File: config.mk
export PLATFORM = sky130hd
export DESIGN_NAME = pll_spi_master_flat
export DESIGN_NICKNAME = d
export VERILOG_FILES = /design/src/rtl/pll_spi_master_if.sv /design/src/rtl/pll_spi_master.sv /design/src/flat_wrapper.sv
export SDC_FILE = /design/constraint.sdc
export NUM_CORES = 1
export LEC_CHECK = 0
export BUFFER_PORTS_ARGS = -buffer_cell sky130_fd_sc_hd__buf_2
export CORE_AREA = 4 4 104 106
export DETAILED_ROUTE_END_ITERATION = 12
export DIE_AREA = 0 0 108 110
export PLACE_DENSITY = 0.42
export SLEW_MARGIN = 5
export SYNTH_ARGS = -nofsm -noshare
export SYNTH_HDL_FRONTEND = slang
export SYNTH_SLANG_ARGS = --single-unit
File: constraint.sdc
create_clock -name clk_i -period 4.05 [get_ports clk_i]
set_clock_uncertainty 0.05 [all_clocks]
set_input_delay 0.2025 -clock clk_i [delete_from_list [all_inputs] [get_ports clk_i]]
set_output_delay 0.2025 -clock clk_i [all_outputs]
set_load 0.02 [all_outputs]
File: src/rtl/pll_spi_master_if.sv
// Command/response bus between on-chip logic and the PLL SPI master.
// The master modport is the requesting logic; the slave modport is the
// SPI master block that serves the commands.
interface pll_spi_master_if;
  logic       cmd_valid;
  logic       cmd_ready;
  logic       cmd_rw;
  logic [6:0] cmd_addr;
  logic [7:0] cmd_wdata;
  logic       rsp_valid;
  logic [7:0] rsp_rdata;
  logic       busy;

  modport master (
    output cmd_valid, cmd_rw, cmd_addr, cmd_wdata,
    input  cmd_ready, rsp_valid, rsp_rdata, busy
  );

  modport slave (
    input  cmd_valid, cmd_rw, cmd_addr, cmd_wdata,
    output cmd_ready, rsp_valid, rsp_rdata, busy
  );
endinterface

File: src/rtl/pll_spi_master.sv
// SPI master (mode 0, MSB first, 16-bit frames) for the PLL control
// registers. Each accepted command becomes one frame
// {rw, addr[6:0], data[7:0]}; reads return the byte sampled on SCK
// rising edges 9..16. Every output is a flop that changes together with
// the state register, so a command accepted on one edge shows CS low
// right after it.
module pll_spi_master #(
  parameter int unsigned DIV = 4  // SCK half-period in clk_i cycles, 2..255
) (
  input  logic            clk_i,
  input  logic            rst_ni,
  pll_spi_master_if.slave bus,
  output logic            spi_sck,
  output logic            spi_cs_n,
  output logic            spi_mosi,
  input  logic            spi_miso
);

  typedef enum logic [2:0] {
    IDLE,
    SETUP,
    SHIFT,
    HOLD,
    GAP
  } state_e;

  localparam logic [7:0] DIV_M1 = 8'(DIV - 1);

  state_e      state_q, state_d;
  logic [7:0]  cnt_q, cnt_d;        // cycles left in the current half-period
  logic [3:0]  fall_q, fall_d;      // SCK falling edges completed so far
  logic [15:0] tx_q, tx_d;          // outgoing frame, MSB is on MOSI
  logic [7:0]  rx_q, rx_d;          // last eight MISO samples
  logic        rw_q, rw_d;
  logic        sck_q, sck_d;
  logic        cs_n_q, cs_n_d;
  logic        mosi_q, mosi_d;
  logic        rsp_valid_q, rsp_valid_d;
  logic [7:0]  rsp_rdata_q, rsp_rdata_d;
  logic        busy_q, busy_d;
  logic        ready_q, ready_d;
  logic        accept;
  logic [15:0] frame;

  // Next-state and next-output logic for the frame sequencer.
  always_comb begin
    // NOTE: every target gets a default first so no path leaves one unassigned (no latches).
    state_d     = state_q;
    cnt_d       = cnt_q;
    fall_d      = fall_q;
    tx_d        = tx_q;
    rx_d        = rx_q;
    rw_d        = rw_q;
    sck_d       = sck_q;
    cs_n_d      = cs_n_q;
    mosi_d      = mosi_q;
    rsp_valid_d = 1'b0;
    rsp_rdata_d = rsp_rdata_q;

    accept = bus.cmd_valid && ready_q;
    frame  = {bus.cmd_rw, bus.cmd_addr, (bus.cmd_rw ? 8'h00 : bus.cmd_wdata)};

    unique case (state_q)
      IDLE: begin
        if (accept) begin
          state_d = SETUP;
          cnt_d   = DIV_M1;
          fall_d  = '0;
          tx_d    = frame;
          rx_d    = '0;
          rw_d    = bus.cmd_rw;
          sck_d   = 1'b0;
          cs_n_d  = 1'b0;
          mosi_d  = frame[15];
        end
      end

      SETUP: begin
        if (cnt_q == 8'd0) begin
          state_d = SHIFT;
          cnt_d   = DIV_M1;
          sck_d   = 1'b1;
          rx_d    = {rx_q[6:0], spi_miso};
        end else begin
          cnt_d = cnt_q - 8'd1;
        end
      end

      SHIFT: begin
        if (cnt_q != 8'd0) begin
          cnt_d = cnt_q - 8'd1;
        end else begin
          cnt_d = DIV_M1;
          if (!sck_q) begin
            // Rising edge: sample MISO; after 16 rises rx holds bits 9..16.
            sck_d = 1'b1;
            rx_d  = {rx_q[6:0], spi_miso};
          end else begin
            sck_d = 1'b0;
            if (fall_q == 4'd15) begin
              state_d = HOLD;
              mosi_d  = 1'b0;
            end else begin
              fall_d = fall_q + 4'd1;
              tx_d   = {tx_q[14:0], 1'b0};
              mosi_d = tx_q[14];
            end
          end
        end
      end

      HOLD: begin
        if (cnt_q == 8'd0) begin
          state_d     = GAP;
          cnt_d       = DIV_M1;
          cs_n_d      = 1'b1;
          rsp_valid_d = 1'b1;
          rsp_rdata_d = rw_q ? rx_q : 8'h00;
        end else begin
          cnt_d = cnt_q - 8'd1;
        end
      end

      GAP: begin
        if (cnt_q == 8'd0) begin
          state_d = IDLE;
        end else begin
          cnt_d = cnt_q - 8'd1;
        end
      end

      default: state_d = IDLE;
    endcase

    busy_d  = (state_d != IDLE);
    ready_d = (state_d == IDLE);
  end

  // State and output registers; reset aborts any frame and parks the bus.
  always_ff @(posedge clk_i) begin
    // NOTE: sequential state uses non-blocking assignments only.
    if (!rst_ni) begin
      state_q     <= IDLE;
      cnt_q       <= '0;
      fall_q      <= '0;
      tx_q        <= '0;
      rx_q        <= '0;
      rw_q        <= 1'b0;
      sck_q       <= 1'b0;
      cs_n_q      <= 1'b1;
      mosi_q      <= 1'b0;
      rsp_valid_q <= 1'b0;
      rsp_rdata_q <= '0;
      busy_q      <= 1'b0;
      ready_q     <= 1'b0;
    end else begin
      state_q     <= state_d;
      cnt_q       <= cnt_d;
      fall_q      <= fall_d;
      tx_q        <= tx_d;
      rx_q        <= rx_d;
      rw_q        <= rw_d;
      sck_q       <= sck_d;
      cs_n_q      <= cs_n_d;
      mosi_q      <= mosi_d;
      rsp_valid_q <= rsp_valid_d;
      rsp_rdata_q <= rsp_rdata_d;
      busy_q      <= busy_d;
      ready_q     <= ready_d;
    end
  end

  assign spi_sck       = sck_q;
  assign spi_cs_n      = cs_n_q;
  assign spi_mosi      = mosi_q;
  assign bus.cmd_ready = ready_q;
  assign bus.rsp_valid = rsp_valid_q;
  assign bus.rsp_rdata = rsp_rdata_q;
  assign bus.busy      = busy_q;

endmodule

File: src/flat_wrapper.sv
// flat-port wrapper written by rule: the top's interface ports become plain ports
module pll_spi_master_flat 
#(
  parameter int unsigned DIV = 4                                            
)
  (clk_i, rst_ni, spi_sck, spi_cs_n, spi_mosi, spi_miso, bus_cmd_valid, bus_cmd_rw, bus_cmd_addr, bus_cmd_wdata, bus_cmd_ready, bus_rsp_valid, bus_rsp_rdata, bus_busy);
  pll_spi_master_if bus_i ();
  input  logic clk_i;
  input  logic rst_ni;
  output logic spi_sck;
  output logic spi_cs_n;
  output logic spi_mosi;
  input  logic spi_miso;
  input wire logic [$bits(bus_i.cmd_valid)-1:0] bus_cmd_valid;
  input wire logic [$bits(bus_i.cmd_rw)-1:0] bus_cmd_rw;
  input wire logic [$bits(bus_i.cmd_addr)-1:0] bus_cmd_addr;
  input wire logic [$bits(bus_i.cmd_wdata)-1:0] bus_cmd_wdata;
  output wire logic [$bits(bus_i.cmd_ready)-1:0] bus_cmd_ready;
  output wire logic [$bits(bus_i.rsp_valid)-1:0] bus_rsp_valid;
  output wire logic [$bits(bus_i.rsp_rdata)-1:0] bus_rsp_rdata;
  output wire logic [$bits(bus_i.busy)-1:0] bus_busy;
  assign bus_i.cmd_valid = bus_cmd_valid;
  assign bus_i.cmd_rw = bus_cmd_rw;
  assign bus_i.cmd_addr = bus_cmd_addr;
  assign bus_i.cmd_wdata = bus_cmd_wdata;
  assign bus_cmd_ready = bus_i.cmd_ready;
  assign bus_rsp_valid = bus_i.rsp_valid;
  assign bus_rsp_rdata = bus_i.rsp_rdata;
  assign bus_busy = bus_i.busy;
  pll_spi_master #(.DIV(DIV)) u_core (.clk_i(clk_i), .rst_ni(rst_ni), .bus(bus_i), .spi_sck(spi_sck), .spi_cs_n(spi_cs_n), .spi_mosi(spi_mosi), .spi_miso(spi_miso));
endmodule
# After elaboration in Yosys (flattened, before gate mapping)
# Index checks and enable logic that the tools add are counted.
[op_classes]
addsub = 2
mul = 0
n_div = 0
order_cmp = 0
n_eq_ne = 13
shift = 0
muxes = 42
bitwise = 0
n_reduce_logical = 20
[ops]
columns = ["cell", "count"]
rows = [
  ["8-bit 2-to-1 mux", 10],
  ["15-bit 2-to-1 mux", 4],
  ["8-bit one-hot mux with 4 select lines", 1],
  ["15-bit one-hot mux with 2 select lines", 1],
  ["8-bit one-hot mux with 3 select lines", 1],
  ["3-bit 2-to-1 mux", 7],
  ["4-bit 2-to-1 mux", 4],
  ["3-bit one-hot mux with 5 select lines", 1],
  ["5-bit AND reduction", 2],
  ["1-bit 2-to-1 mux", 9],
  ["8-bit logical NOT", 1],
  ["2-bit by 1-bit inequality test with 1-bit output, second input constant", 4],
  ["2-bit inequality test, second input constant", 4],
  ["4-bit one-hot mux with 2 select lines", 1],
  ["4-bit AND reduction", 2],
  ["8-bit nonzero test", 1],
  ["8-bit by 1-bit subtractor with 8-bit output, second input constant", 1],
  ["3-bit by 2-bit equality test with 1-bit output, second input constant", 2],
  ["3-bit logical NOT", 2],
  ["2-bit AND reduction", 3],
  ["3-bit AND reduction", 2],
  ["3-bit nonzero test", 2],
  ["4-bit by 1-bit adder with 4-bit output, second input constant", 1],
  ["4-bit equality test, second input constant", 1],
  ["other kinds (8)", 10],
]
[totals]
register_bits = 53
latchBits = 0
ram_bits = 0
mem_bits_ro = 0
inputBits = 20
output_inout_bits = 14
wordCells = 90
n_memories = 0

# Longest topological paths before layout
[depth]
ltp_word = 6
depth_mapped = 9
mapped_depth_nobuf = 7

# Least setup slack after synthesis
# OpenSTA, ideal clock, no wires.
[synth_path]
path_kind = "register to register"
start = "reg u_core.cnt_q[0]"
end = "reg u_core.rx_q[0]"
arrival_ps = 1794
t_required_ps = 3883
setup_slack_ps = 2089
path_stages_with_launch = 9
n_path_buf = 1
path_cell_list = "dfxtp_1 -> inv_1 -> ha_1 -> nor4b_4 -> a31oi_1 -> or3_1 -> and3_1 -> clkbuf_1 -> a22o_1"
[synth_between]
elab_chain_cells = 3
elab_cells_between_ends = 5
[synth_lines]
columns = ["element", "line", "source"]
rows = [
  ["start: declaration", "pll_spi_master.sv:30", "logic [7:0] cnt_q, cnt_d;"],
  ["start signal: assignment", "pll_spi_master.sv:158", "cnt_q <= cnt_d;"],
  ["8-bit logical NOT / 8-bit nonzero test (equally long branches)", "pll_spi_master.sv:79, pll_spi_master.sv:90", ""],
  ["2-bit by 1-bit inequality test with 1-bit output (no line) / 2-bit inequality test (equally long branches)", "n/a", ""],
  ["5-bit AND reduction (no line) *", "n/a", ""],
  ["end signal: assignment", "pll_spi_master.sv:161", "rx_q <= rx_d;"],
  ["end: declaration", "pll_spi_master.sv:33", "logic [7:0] rx_q, rx_d;"],
]
# Every way passes the cells marked *; elsewhere a longest branch is shown, timed or not.
# A chain may end at the register's enable or synchronous reset.

# Final worst setup path
[layout_path]
start = "reg u_core.state_q[1]"
end = "reg u_core.tx_q[1]"
[layout_between]
elab_chain_cells = 3
elab_cells_between_ends = 9
[layout_lines]
columns = ["element", "line", "source"]
rows = [
  ["start: declaration", "pll_spi_master.sv:29", "state_e state_q, state_d;"],
  ["start signal: assignment", "pll_spi_master.sv:157", "state_q <= state_d;"],
  ["3-bit by 2-bit equality test with 1-bit output / 3-bit logical NOT (equally long branches)", "pll_spi_master.sv:63", "unique case (state_q)"],
  ["2-bit by 1-bit inequality test with 1-bit output (no line) (tied with other cells)", "n/a", ""],
  ["5-bit AND reduction (no line)", "n/a", ""],
  ["end signal: assignment", "pll_spi_master.sv:160", "tx_q <= tx_d;"],
  ["end: declaration", "pll_spi_master.sv:32", "logic [15:0] tx_q, tx_d;"],
]
# Several ways; a longest one is shown, not always the timed one.

==> flow_summary.json <==
{
  "outcome": "finished clean",
  "period_needed_ps": 2630,
  "setup.worst_path.end_class": "flop",
  "tightest_slew_ps": 1140,
  "slew-limit-headroom": 0.243,
  "synth_seq_cells": 53,
  "synth_compound_area_frac": 0.211,
  "hold_path.class": "in -> reg",
  "initial_core_util": 0.246,
  "place_congestion": 0.708,
  "yosysWarnings": 0,
  "grt_max_degree": 42,
  "hold_violations": 0,
  "row_count": 36,
  "cellPowerDensity_nw_per_um2": 586,
  "dr_total_vias": 1996,
  "rsz0062_at_grt": "no",
  "yosys.cell_types.count": 48,
  "ir_worst_vdd_mv": 0.223,
  "p_leak_uw": 0.00100,
  "synthMuxAreaShare": 0.0380,
  "synth_xor_area_frac": 0.0146,
  "setup_violations": 0,
  "clk_pin_slew_ps": 110,
  "synth-async-reset-ratio": 0,
  "hpwl_mm": 3.81,
  "netlist_area_um2": 2400,
  "grt_pass1_wl_mm": 9.51,
  "antenna_cells": 0,
  "synth_top_area_frac": 0.442,
  "avgViaCountPerCell": 4.66,
  "required_ps": 4230,
  "root_buffer": "clkbuf_8",
  "grt.overflow.total": 0,
  "hold_buffers": 0,
  "cp_top_family": "compound AO/OA/AOI/OAI gates",
  "io_pins": 34,
  "drt_pass1_iterations": 4,
  "cp_cell_sequence": "nor3b_4 -> buf_4 -> nand3_1 -> o21bai_2 -> nor2_1 -> a211oi_1",
  "ant_nets": 0,
  "crit_start": "u_core.state_q[1]",
  "multiInputGateArea_um2": 1230,
  "path_buf_inv": 1,
  "tritoncts": "done",
  "setup-tns-final_ps": 0,
  "wl_per_cell_um": 13.4,
  "syn_to_final_growth_pct": 14.7,
  "cts_inserted_buffers": 5,
  "synthFlopType": "dfxtp_1",
  "yosys.area_share.simple": 0.229,
  "critPathSlowestCell": "o21bai_2",
  "drc": 0,
  "holdCritStartpoint": "spi_miso",
  "antenna_found_initial": 0,
  "crit_fanout": 30,
  "max_freq_mhz": 380,
  "worst-setup-path-type": "reg -> reg",
  "n_fill_cell": 1096,
  "post_cts_resized": 0,
  "synth_top_family_by_area": "simple AND/OR/NAND/NOR gates",
  "syn_inst": 272,
  "fp.dieH_um": 110,
  "start_kind": "flop",
  "yosys.area_share.adder": 0.0156,
  "fin_util": 0.282,
  "clk_latency_ps": 320,
  "routed_wl_mm": 5.74,
  "synth_edf_count": 0,
  "groute.usage.overall": 0.101,
  "finalPower_uw": 1610,
  "worst_path_largest_cell_delay_ps": 890,
  "rr_startpoint": "u_core.state_q[1]",
  "drive_gt1_frac": 0.176,
  "clockBufferDepth": 2,
  "htreeDepth": 2,
  "first_iter_violations": 47,
  "report.final.slew_viol_count": 0,
  "seq_area_um2": 1060,
  "cts.sinks": 53,
  "port-buffer-count": 33,
  "critical_path_arrival_ps": 2810,
  "die_width_um": 108,
  "synth_top_cell_by_area": "dfxtp_1",
  "ys_seq_area_frac": 0.442,
  "coreArea_um2": 9770,
  "num-nets-final": 317,
  "synthTopCellsByArea": "dfxtp_1 (44%), a21oi_1 (6.0%), a211oi_1 (4.7%)",
  "syn-num-nets": 295,
  "dieArea_um2": 11900,
  "postCtsSetupBuffers": 0,
  "finalCritPeriodShare": 0.649,
  "cap_violations": 0,
  "synth_area_per_cell_um2": 8.83,
  "grt_pass1_vias": 1940
}
worst paths after layout:
kind,endpoint,depth (start not counted),slack [ps]
max,u_core.tx_q[1],6,1420
min,u_core.rx_q[0],2,40
max reg2reg,u_core.tx_q[1],6,1420
min reg2reg,u_core.bus.rsp_rdata[4],2,400
per-stage QoR:
step           std cells  hold slack, ps  setup slack [ps]  cell area (µm²)
2_1_floorplan        272             224              2090             2400
3_3_place_gp         420             365              1480             2670
6_report             428            36.3              1420             2760
3_5_place_dp         420             377              1450             2670
4_1_cts              428            32.0              1380             2760
5_1_grt              428            47.9              1050             2760
area by class of cell:
type,count,area share
Tap cell,133,0.0604
Multi-Input combinational cell,192,0.447
Timing Repair Buffer,35,0.0654
Sequential cell,53,0.385
Clock buffer,5,0.0250
Inverter,7,0.00953
Clock inverter,3,0.00772
Yosys cell counts, types with 2 or more instances:
master and n:
dfxtp_1 53, a21oi_1 29, nor2_1 28, nand2_1 20
nand3_1 17, a211oi_1 15, clkbuf_1 10, a22o_1 8
buf_2 8, mux2i_1 8, inv_1 7, nor3b_1 7
nor3_1 6, a311oi_1 4, o21ai_0 4, a31oi_1 3
and3_1 3, ha_1 3, nand2b_1 3, nand3b_1 3
or3_1 3, nor2b_1 2, xnor2_1 2, xor2_1 2
cells by family (layout without fill, tap and decap cells):
family / Yosys count / after routing
multiplexers: 9 / 9
flip-flops: 53 / 53
adder cells (fa/ha/maj): 3 / 3
buffers and inverters: 27 / 50
AND/OR/NAND/NOR: 103 / 103
AO/OA/AOI/OAI: 73 / 73
XOR/XNOR: 4 / 4
state kept, by name (all words and copies together), names as in the netlist:
signal and cells:
u_core.rw_q 1, u_core.bus.cmd_ready 1, u_core.cnt_q 8, u_core.fall_q 4, u_core.spi_cs_n 1, u_core.bus.rsp_rdata 8, u_core.state_q 3, u_core.tx_q 15
u_core.spi_sck 1, u_core.bus.busy 1, u_core.spi_mosi 1, u_core.rx_q 8, u_core.bus.rsp_valid 1
placed cells by master, fill, tap and decap left out, types with 2 or more instances in the layout:
| master | netlist | layout |
|---|---|---|
| a211oi_1 | 15 | 15 |
| a21oi_1 | 29 | 29 |
| a22o_1 | 8 | 8 |
| a311oi_1 | 4 | 4 |
| a31oi_1 | 3 | 3 |
| and3_1 | 3 | 3 |
| buf_2 | 8 | 33 |
| buf_4 | 0 | 2 |
| clkbuf_8 | 0 | 5 |
| dfxtp_1 | 53 | 53 |
| ha_1 | 3 | 3 |
| inv_1 | 7 | 7 |
| mux2i_1 | 8 | 8 |
| nand2_1 | 20 | 20 |
| nand2b_1 | 3 | 3 |
| nand3_1 | 17 | 17 |
| nand3b_1 | 3 | 3 |
| nor2_1 | 28 | 28 |
| nor2b_1 | 2 | 2 |
| nor3_1 | 6 | 6 |
| nor3b_1 | 7 | 7 |
| o21ai_0 | 4 | 4 |
| or3_1 | 3 | 3 |
| xnor2_1 | 2 | 2 |
| xor2_1 | 2 | 2 |
routing by layer:
layer | part of all wire | wire length (µm) | track usage
met4 | 0.011 | 64 | 0.0352
met5 | 0 | 0 | 0
met2 | 0.43 | 2480 | 0.160
met1 | 0.52 | 2970 | 0.134
met3 | 0.038 | 221 | 0.0256
power by group:
group	leakage [µW]	total, µW	internal, µW	switching [µW]
clock network	0.0000445	315	123	192
logic	0.000527	617	236	381
registers	0.000431	682	601	80.8
Power figures use the tool's default switching activity.
